### src/rtl/csel_pipe_subtractor.sv
`default_nettype none
// +----------------------------------------------------------------------------+
// | Module      : csel_pipe_subtractor                                         |
// | Description : Two-stage pipelined carry-select subtractor,                 |
// |               D = A - B - Bin, computed as A + ~B + ~Bin over 5/7/9/11     |
// |               segments. It uses a valid/ready elastic handshake that       |
// |               tolerates downstream back-pressure.                          |
// | Options     : `define CSEL_SAT_EN -> D saturates on signed overflow        |
// |               (V and Bout are unaffected). When it is not defined, D wraps |
// |               modulo 2^WIDTH.                                              |
// | Ports       : clk        in   clock, rising edge                           |
// |               rst_n      in   asynchronous active-low reset                |
// |               in_valid   in   A/B/Bin valid                                |
// |               in_ready   out  stage 1 can accept this cycle                |
// |               A, B       in   minuend / subtrahend (WIDTH)                 |
// |               Bin        in   borrow-in                                    |
// |               out_valid  out  D/Bout/V valid                               |
// |               out_ready  in   consumer accepts D/Bout/V                    |
// |               D          out  difference (registered, WIDTH)               |
// |               Bout       out  borrow-out, ~carry-out (registered)          |
// |               V          out  signed overflow (registered)                 |
// | Revision    : 1.0  initial release                                         |
// +----------------------------------------------------------------------------+
module csel_pipe_subtractor #(
  parameter  int SEG0_W = 5,
  parameter  int SEG1_W = 7,
  parameter  int SEG2_W = 9,
  parameter  int SEG3_W = 11,
  localparam int WIDTH  = SEG0_W + SEG1_W + SEG2_W + SEG3_W
) (
  input  logic             clk,
  input  logic             rst_n,
  input  logic             in_valid,
  output logic             in_ready,
  input  logic [WIDTH-1:0] A,
  input  logic [WIDTH-1:0] B,
  input  logic             Bin,
  output logic             out_valid,
  input  logic             out_ready,
  output logic [WIDTH-1:0] D,
  output logic             Bout,
  output logic             V
);

  localparam int c_LO1 = SEG0_W;
  localparam int c_LO2 = SEG0_W + SEG1_W;
  localparam int c_LO3 = SEG0_W + SEG1_W + SEG2_W;

  // ---------------------------------------------------------------------------
  // Handshake
  // ---------------------------------------------------------------------------
  logic r_s1_valid;
  logic r_out_valid;
  logic w_adv1;
  logic w_adv2;

  assign w_adv2    = ~r_out_valid | out_ready;
  assign w_adv1    = ~r_s1_valid | w_adv2;
  assign in_ready  = w_adv1;
  assign out_valid = r_out_valid;

  // ---------------------------------------------------------------------------
  // Stage 1 combinational: segment 0 ripples with the real carry-in. Each
  // upper segment produces both carry-in candidates, so stage 2 only needs a
  // short mux chain.
  // ---------------------------------------------------------------------------
  logic [WIDTH-1:0]  w_bn;
  logic [SEG0_W:0]   w_seg0;
  logic [SEG1_W:0]   w_seg1_c0, w_seg1_c1;
  logic [SEG2_W:0]   w_seg2_c0, w_seg2_c1;
  logic [SEG3_W:0]   w_seg3_c0, w_seg3_c1;

  assign w_bn = ~B;

  assign w_seg0 = {1'b0, A[c_LO1-1:0]} + {1'b0, w_bn[c_LO1-1:0]}
                + {{SEG0_W{1'b0}}, ~Bin};

  assign w_seg1_c0 = {1'b0, A[c_LO2-1:c_LO1]} + {1'b0, w_bn[c_LO2-1:c_LO1]};
  assign w_seg1_c1 = {1'b0, A[c_LO2-1:c_LO1]} + {1'b0, w_bn[c_LO2-1:c_LO1]}
                   + {{SEG1_W{1'b0}}, 1'b1};

  assign w_seg2_c0 = {1'b0, A[c_LO3-1:c_LO2]} + {1'b0, w_bn[c_LO3-1:c_LO2]};
  assign w_seg2_c1 = {1'b0, A[c_LO3-1:c_LO2]} + {1'b0, w_bn[c_LO3-1:c_LO2]}
                   + {{SEG2_W{1'b0}}, 1'b1};

  assign w_seg3_c0 = {1'b0, A[WIDTH-1:c_LO3]} + {1'b0, w_bn[WIDTH-1:c_LO3]};
  assign w_seg3_c1 = {1'b0, A[WIDTH-1:c_LO3]} + {1'b0, w_bn[WIDTH-1:c_LO3]}
                   + {{SEG3_W{1'b0}}, 1'b1};

  // ---------------------------------------------------------------------------
  // Stage 1 registers
  // ---------------------------------------------------------------------------
  logic [SEG0_W-1:0] r_s0;
  logic              r_c5;
  logic [SEG1_W:0]   r_seg1_c0, r_seg1_c1;
  logic [SEG2_W:0]   r_seg2_c0, r_seg2_c1;
  logic [SEG3_W:0]   r_seg3_c0, r_seg3_c1;
  logic              r_a_msb;
  logic              r_b_msb;

  always_ff @(posedge clk or negedge rst_n) begin
    if (!rst_n) begin
      r_s1_valid <= 1'b0;
      r_s0       <= '0;
      r_c5       <= 1'b0;
      r_seg1_c0  <= '0;
      r_seg1_c1  <= '0;
      r_seg2_c0  <= '0;
      r_seg2_c1  <= '0;
      r_seg3_c0  <= '0;
      r_seg3_c1  <= '0;
      r_a_msb    <= 1'b0;
      r_b_msb    <= 1'b0;
    end else if (w_adv1) begin
      r_s1_valid <= in_valid;
      // Data only moves with a real transfer, which avoids needless toggling.
      if (in_valid) begin
        r_s0      <= w_seg0[SEG0_W-1:0];
        r_c5      <= w_seg0[SEG0_W];
        r_seg1_c0 <= w_seg1_c0;
        r_seg1_c1 <= w_seg1_c1;
        r_seg2_c0 <= w_seg2_c0;
        r_seg2_c1 <= w_seg2_c1;
        r_seg3_c0 <= w_seg3_c0;
        r_seg3_c1 <= w_seg3_c1;
        r_a_msb   <= A[WIDTH-1];
        r_b_msb   <= B[WIDTH-1];
      end
    end
  end

  // ---------------------------------------------------------------------------
  // Stage 2 combinational: carry-select mux chain
  // ---------------------------------------------------------------------------
  logic [SEG1_W:0]  w_sel1;
  logic [SEG2_W:0]  w_sel2;
  logic [SEG3_W:0]  w_sel3;
  logic [WIDTH-1:0] w_diff;
  logic [WIDTH-1:0] w_d_next;
  logic             w_ovf;

  assign w_sel1 = r_c5           ? r_seg1_c1 : r_seg1_c0;
  assign w_sel2 = w_sel1[SEG1_W] ? r_seg2_c1 : r_seg2_c0;
  assign w_sel3 = w_sel2[SEG2_W] ? r_seg3_c1 : r_seg3_c0;

  assign w_diff = {w_sel3[SEG3_W-1:0], w_sel2[SEG2_W-1:0],
                   w_sel1[SEG1_W-1:0], r_s0};

  // Subtraction overflows only when the operand signs differ and the result
  // sign disagrees with the minuend.
  assign w_ovf = (r_a_msb != r_b_msb) && (w_diff[WIDTH-1] != r_a_msb);

`ifdef CSEL_SAT_EN
  assign w_d_next = !w_ovf  ? w_diff :
                    r_a_msb ? {1'b1, {(WIDTH-1){1'b0}}} :
                              {1'b0, {(WIDTH-1){1'b1}}};
`else
  assign w_d_next = w_diff;
`endif

  // ---------------------------------------------------------------------------
  // Output stage registers
  // ---------------------------------------------------------------------------
  logic [WIDTH-1:0] r_d;
  logic             r_bout;
  logic             r_v;

  always_ff @(posedge clk or negedge rst_n) begin
    if (!rst_n) begin
      r_out_valid <= 1'b0;
      r_d         <= '0;
      r_bout      <= 1'b0;
      r_v         <= 1'b0;
    end else if (w_adv2) begin
      r_out_valid <= r_s1_valid;
      if (r_s1_valid) begin
        r_d    <= w_d_next;
        r_bout <= ~w_sel3[SEG3_W];
        r_v    <= w_ovf;
      end
    end
  end

  assign D    = r_d;
  assign Bout = r_bout;
  assign V    = r_v;

endmodule
`default_nettype wire

### config.mk
export PLATFORM = sky130hd
export DESIGN_NAME = csel_pipe_subtractor
export DESIGN_NICKNAME = d
export VERILOG_FILES = /design/src/rtl/csel_pipe_subtractor.sv
export SDC_FILE = /design/constraint.sdc
export NUM_CORES = 1
export LEC_CHECK = 0
export CAP_MARGIN = 20
export CORE_UTILIZATION = 52
export CTS_CLUSTER_SIZE = 10
export DETAILED_ROUTE_END_ITERATION = 10
export GPL_ROUTABILITY_DRIVEN = 0
export MAX_ROUTING_LAYER = met4
export PLACE_DENSITY = 0.84
export SLEW_MARGIN = 20
export SYNTH_ARGS = -nofsm -noshare
export SYNTH_HDL_FRONTEND = slang
export SYNTH_SLANG_ARGS = --single-unit
### constraint.sdc
create_clock -name clk -period 5.15 [get_ports clk]
set_input_delay 1.545 -clock clk [delete_from_list [all_inputs] [get_ports clk]]
set_output_delay 1.545 -clock clk [all_outputs]
set_load 0.01 [all_outputs]
==> reports/summary.md, run 1 <==
## Finish
* highest-count cells in the layout ignoring fill and taps: 158 x sky130_fd_sc_hd__nand2_1, 104 x sky130_fd_sc_hd__dfrtp_1, 103 x sky130_fd_sc_hd__clkdlybuf4s50_1
* final instance count without filler cells: 895
* area added between synthesis and finish: 23.7%
* Finished Cell Area: 7440 sq um
* leading cell type in the layout, fill and taps excluded: sky130_fd_sc_hd__nand2_1
* Final nets: 859
* # diodes: 0
* ratio of cells with drive above 1 in the final layout: 0.0649

## Setup path
* endpoint kind of the worst setup timing path: primary output
* Crit path required time: 3.61 ns
* R2R setup slack: 2.74 ns
* CP Launch Type: primary input
* R2R Path End: V
* Critical Path Fanout Max: 4
* critical path type: primary input to primary output
* FF-to-FF path depth: 8
* CP Data Arrival Time: 2.76 ns
* Critical R2R Launch: r_c5

## Global route
* antenna violations before repair: 0
* wire length of the first global-routing pass: 21.2 mm
* Congestion Overflow GR: 0
* number of global-route vias before repair: 4749
* overall global routing resource usage: 0.232
* largest net degree at the start of global routing: 78

## Placement
* input/output buffers: 104
* half-perimeter wire length of the detailed placement result: 9.27 mm
* placed standard-cell area: 7170 sq um
* instance count after placement with tap cells included: 880
* pre-CTS setup slack: 0.852 ns

## Floorplan
* FP Rows: 38
* Die Width: 110 um
* starting density of the core: 0.545
* Chip Height: 110 um
* die outline area: 12000 sq um
* number of top-level design ports: 105
* core outline area: 11000 sq um

## Timing
* final cycle utilization of the critical path: 0.835
* final setup TNS: 0 ns
* setup skew after layout: 0.00690 ns
* Worst slew margin: 0.368
* unrepaired setup endpoints after global routing: no
* top achievable clock speed: 232 MHz
* final setup slack of the worst path: 0.848 ns
* Hold Fails Final Rpt: 0
* number of setup violations in the final report: 0
* max-slew violation count: 0
* measured slew at the worst slew-check pin: 0.948 ns
* shortest clock period the worst path allows after layout: 4.30 ns

## Worst hold path
* Cells on Worst Hold Path: 2
* Min-Delay Startpoint: r_seg1_c0[6]
* hold-critical path endpoint: r_seg1_c0[6]
* path type of the worst min-delay path: flop to flop

## CTS
* Post-CTS Hold Buffers: 0
* clock root buffer: sky130_fd_sc_hd__clkbuf_16
* H-tree depth: 3
* clock-pin slew on the worst setup and hold paths: 0.06 ns
* clock tree from TritonCTS: built
* Post-CTS Setup Bufs: 0
* clock latency on the worst-skew pair: 0.34 ns
* post-cts sizing count: 0
* TritonCTS sink count: 104
* number of buffers inserted during clock tree synthesis: 9
* largest buffer count on any clock path: 2

## Synthesis
* average size of a mapped cell: 9.19 sq um
* post-synthesis sequential element count: 104
* predominant post-synthesis flop cell: sky130_fd_sc_hd__dfrtp_1
* Synth Area in XOR/XNOR: 0.0656
* compound-cell area share of the yosys netlist: 0.137
* main area contributors after synthesis: sky130_fd_sc_hd__dfrtp_1 43%, sky130_fd_sc_hd__nand2_1 10%, sky130_fd_sc_hd__ha_1 7.1%
* Gate Count Post-Synth: 654
* post-synthesis share of cell area spent on full adders, half adders and majority gates: 0.0874
* largest family of logic cells by synthesized area: simple AND/OR/NAND/NOR gates
* net count of the mapped netlist: 762
* Post-synth EDFFs: 0
* part of the Yosys area used for sequential elements: 0.433
* Post-Synthesis Cell Area: 6010 sq um
* share of the synthesized area in the top cell type: 0.433
* simple-gate share of the synthesized area: 0.170
* post-synthesis async set-or-reset flop share: 1.00
* synth warn: 0
* cell type with the largest total area after synthesis: sky130_fd_sc_hd__dfrtp_1
* fraction of synthesized area in multiplexers: 0.0614
* count of cell types in the netlist: 59

## Job
* max capacitance violation total: 0

## Drt
* detail-routed net length per standard cell: 14.2 um
* total number of vias: 4872
* residual DRC count: 0
* router iterations before antenna repair: 8
* vias per cell: 5.44
* detailed-route wire length: 12.7 mm
* initial DRC count: 398
* remaining antenna violation count: 0

## Status
* outcome: finished clean

## Power and ir drop
* Leak Pwr: 3.52 nW
* post-route total power: 2.66 mW
* peak supply drop: 273 uV
* power density over the cells: 358 nW/um^2

-- cells in the mapped netlist, types with 6 or more instances --
cell type	number
sky130_fd_sc_hd__nand2_1	160
sky130_fd_sc_hd__clkbuf_1	18
sky130_fd_sc_hd__dfrtp_1	104
sky130_fd_sc_hd__o21ai_0	73
sky130_fd_sc_hd__nand3_1	8
sky130_fd_sc_hd__nor2_1	29
sky130_fd_sc_hd__mux2_2	7
sky130_fd_sc_hd__xnor2_1	20
sky130_fd_sc_hd__ha_1	34
sky130_fd_sc_hd__a21oi_1	14
sky130_fd_sc_hd__inv_1	45
sky130_fd_sc_hd__and3_1	6
sky130_fd_sc_hd__mux2i_1	29
sky130_fd_sc_hd__xor2_1	15
-- worst max-delay path, stage by stage --
cell and delay [ns]:
sky130_fd_sc_hd__clkdlybuf4s50_1 0.47, sky130_fd_sc_hd__nand3b_1 0.18, sky130_fd_sc_hd__clkdlybuf4s50_1 0.56
-- where the power goes --
part	internal, mW	total (mW)	switching (mW)
Clock	0.324	0.614	0.290
Sequential	1.02	1.15	0.126
Combinational	0.452	0.899	0.447
-- per-layer routing --
metal,routed length [um],global-route usage,vias up
met3,522,0.0296,20
met4,208,0.0867,0
li1,-,-,2388
met5,0,-,-
met2,6270,0.385,138
met1,5690,0.290,2326
-- flip-flops by register name, indices dropped and copies added, names as in the netlist, 5 cells and up --
name       cells
D             32
r_s0           5
r_seg1_c0      8
r_seg1_c1      8
r_seg2_c0     10
r_seg2_c1     10
r_seg3_c0     12
r_seg3_c1     12
-- worst max-delay path by stage --
stage,startpoint,endpoint
floorplan,B[21],r_seg3_c1[9]
CTS,out_ready,in_ready
global placement,out_ready,in_ready
global route,out_ready,in_ready
detailed placement,out_ready,in_ready
finish,out_ready,in_ready
-- logic make-up after synthesis --
family	Yosys count
adder cells (fa/ha/maj)	39
flip-flops	104
AO/OA/AOI/OAI	132
XOR/XNOR	39
AND/OR/NAND/NOR	235
buffers and inverters	69
multiplexers	36
-- through the flow --
step                hold WS, ns  utilization
floorplan                 0.438            -
global placement          0.454        0.650
detailed placement        0.464        0.650
CTS                       0.481        0.674
global route              0.504        0.674
finish                    0.478        0.674
-- layout make-up --
type,instances,area [sq um]
Clock buffer,10,229
Multi-Input combinational cell,481,3150
Tap cell,140,175
Sequential cell,104,2600
Fill cell,858,3590
Clock inverter,5,35.0
Inverter,45,169
Timing Repair Buffer,110,1080
Note: power is estimated with default switching activity, not from simulation.
==> run 2, diff against run 1 <==
clock period = 4.4 ns   (was 5.15 ns; I/O delays follow)
==> reports/summary.md, run 2 (synthesized netlist as in run 1, its figures left out) <==
## Floorplan
* die outline area: 12000 sq um, unchanged
* core outline area: 11000 sq um, unchanged
* Chip Height: 110 um, unchanged
* FP Rows: 38, unchanged
* Die Width: 110 um, unchanged
* starting density of the core: 0.545, unchanged
* number of top-level design ports: 105, unchanged

## Placement
* input/output buffers: 104, unchanged
* half-perimeter wire length of the detailed placement result: 9.50 mm, +2.5%
* placed standard-cell area: 7190 sq um, +0.28%

## Job
* max capacitance violation total: 0, unchanged

## Drt
* detail-routed net length per standard cell: 14.1 um, -0.47%
* total number of vias: 4814, -1.2%
* vias per cell: 5.36, -1.5%
* residual DRC count: 0, unchanged
* initial DRC count: 308, -23%
* router iterations before antenna repair: 5, -3
* remaining antenna violation count: 0, unchanged
* detailed-route wire length: 12.7 mm, -0.13%

## Global route
* wire length of the first global-routing pass: 21.6 mm, +1.8%
* antenna violations before repair: 0, unchanged
* Congestion Overflow GR: 0, unchanged
* Most Used Layer, Global Route: met2
* GR Util met2: 0.399, +0.0139
* global-route track usage on met1: 0.290, -0.000349
* number of global-route vias before repair: 4803, +1.1%
* overall global routing resource usage: 0.235, +0.00380
* largest net degree at the start of global routing: 72, -7.7%
* met3 capacity usage during global routing: 0.0320, +0.00237

## CTS
* clock tree from TritonCTS: built
* clock latency on the worst-skew pair: 0.34 ns, about the same
* Post-CTS Setup Bufs: 0, unchanged
* TritonCTS sink count: 104, unchanged
* number of buffers inserted during clock tree synthesis: 9, unchanged
* clock root buffer: sky130_fd_sc_hd__clkbuf_16
* post-cts sizing count: 0, unchanged
* largest buffer count on any clock path: 2, unchanged
* Post-CTS Hold Buffers: 0, unchanged
* H-tree depth: 3, unchanged
* clock-pin slew on the worst setup and hold paths: 0.07 ns, about the same

## Timing
* max-slew violation count: 0, unchanged
* Worst slew margin: 0.536, +0.168
* Hold Fails Final Rpt: 0, unchanged
* setup skew after layout: 0.00596 ns, -0.000942 ns
* shortest clock period the worst path allows after layout: 3.86 ns
* final setup TNS: 0 ns, unchanged
* top achievable clock speed: 259 MHz
* measured slew at the worst slew-check pin: 0.677 ns, -0.271 ns
* final cycle utilization of the critical path: 0.878
* number of setup violations in the final report: 0, unchanged
* unrepaired setup endpoints after global routing: no

## Setup path
* Slowest cell on crit path: sky130_fd_sc_hd__clkdlybuf4s50_1
* Crit path required time: 3.08 ns, -0.53 ns
* CP Data Arrival Time: 2.54 ns, -0.22 ns
* crit-path most repeated cell: sky130_fd_sc_hd__clkdlybuf4s50_1
* CP Launch Type: primary input
* Max stage delay on crit path: 0.57 ns, about the same
* CP Buf/Inv Count: 2, unchanged
* endpoint kind of the worst setup timing path: primary output
* series of cell instances along the critical path: clkdlybuf4s50_1, nand3b_1, clkdlybuf4s50_1
* cell class contributing the biggest share of worst-path delay: buffers and inverters
* Critical Path Fanout Max: 4, unchanged
* critical path type: primary input to primary output

## Worst hold path
* path type of the worst min-delay path: flop to flop

## Power and ir drop
* power density over the cells: 431 nW/um^2, +20%
* peak supply drop: 251 uV, -8.2%
* Leak Pwr: 3.57 nW, +1.6%

## Finish
* flip-flop count of the largest register, all copies and words added: 32, unchanged
* highest-count cells in the layout ignoring fill and taps: 158 x sky130_fd_sc_hd__nand2_1, 104 x sky130_fd_sc_hd__dfrtp_1, 103 x sky130_fd_sc_hd__clkdlybuf4s50_1
* Finished Cell Area: 7520 sq um, +1.1%
* # diodes: 0, unchanged
* Final nets: 861, +0.23%
* area added between synthesis and finish: 25.1%
* ratio of cells with drive above 1 in the final layout: 0.0686, +0.00370
* leading cell type in the layout, fill and taps excluded: sky130_fd_sc_hd__nand2_1

## Status
* outcome: finished clean

## run 2: final cells by class
type | instances | area, sq um
fill | 881 | 3510
multi-input combinational | 481 | 3140
sequential | 104 | 2600
timing repair buffer | 112 | 1120
clock buffer | 10 | 229
tap | 140 | 175
inverter | 45 | 169
clock inverter | 6 | 83.8
## run 2: worst min-delay path, delay by kind of cell (launching register included)
family / cells / cell delay, ns
DFF: 1 / 0.35
and+or+nand+nor: 2 / 0.10
## run 2: final timing paths
check | from | endpoint | slack (ns) | cells past startpoint
max reg2reg | r_c5 | V | 1.81 | 8
min | r_seg2_c1[5] | r_seg2_c1[5] | 0.48 | 2
min in group asynchronous | rst_n | D[1] | 1.01 | 1
min reg2reg | r_seg2_c1[5] | r_seg2_c1[5] | 0.48 | 2
max | out_ready | in_ready | 0.54 | 3
max in group asynchronous | rst_n | V | 2.59 | 2
## run 2: power breakdown
part | internal [mW] | switching, mW
combinational | 0.535 | 0.529
clock | 0.497 | 0.339
sequential | 1.20 | 0.142
## run 2: through the flow
stage	power [mW]	hold slack (ns)	worst slack [ns]	utilization	instances
after detailed placement	2.41	0.463	0.348	0.652	881
after floorplan	1.95	0.438	1.03	-	654
after CTS	3.25	0.479	0.538	0.680	897
after global routing	3.44	0.494	0.408	0.682	898
after global placement	2.36	0.455	0.463	0.652	881
final	3.24	0.478	0.536	0.682	898
## run 2: per-layer routing
layer | up-vias | part of all wire
met5 | - | 0
met4 | 0 | 0.014
met3 | 17 | 0.042
met2 | 125 | 0.50
met1 | 2267 | 0.44
li1 | 2405 | -
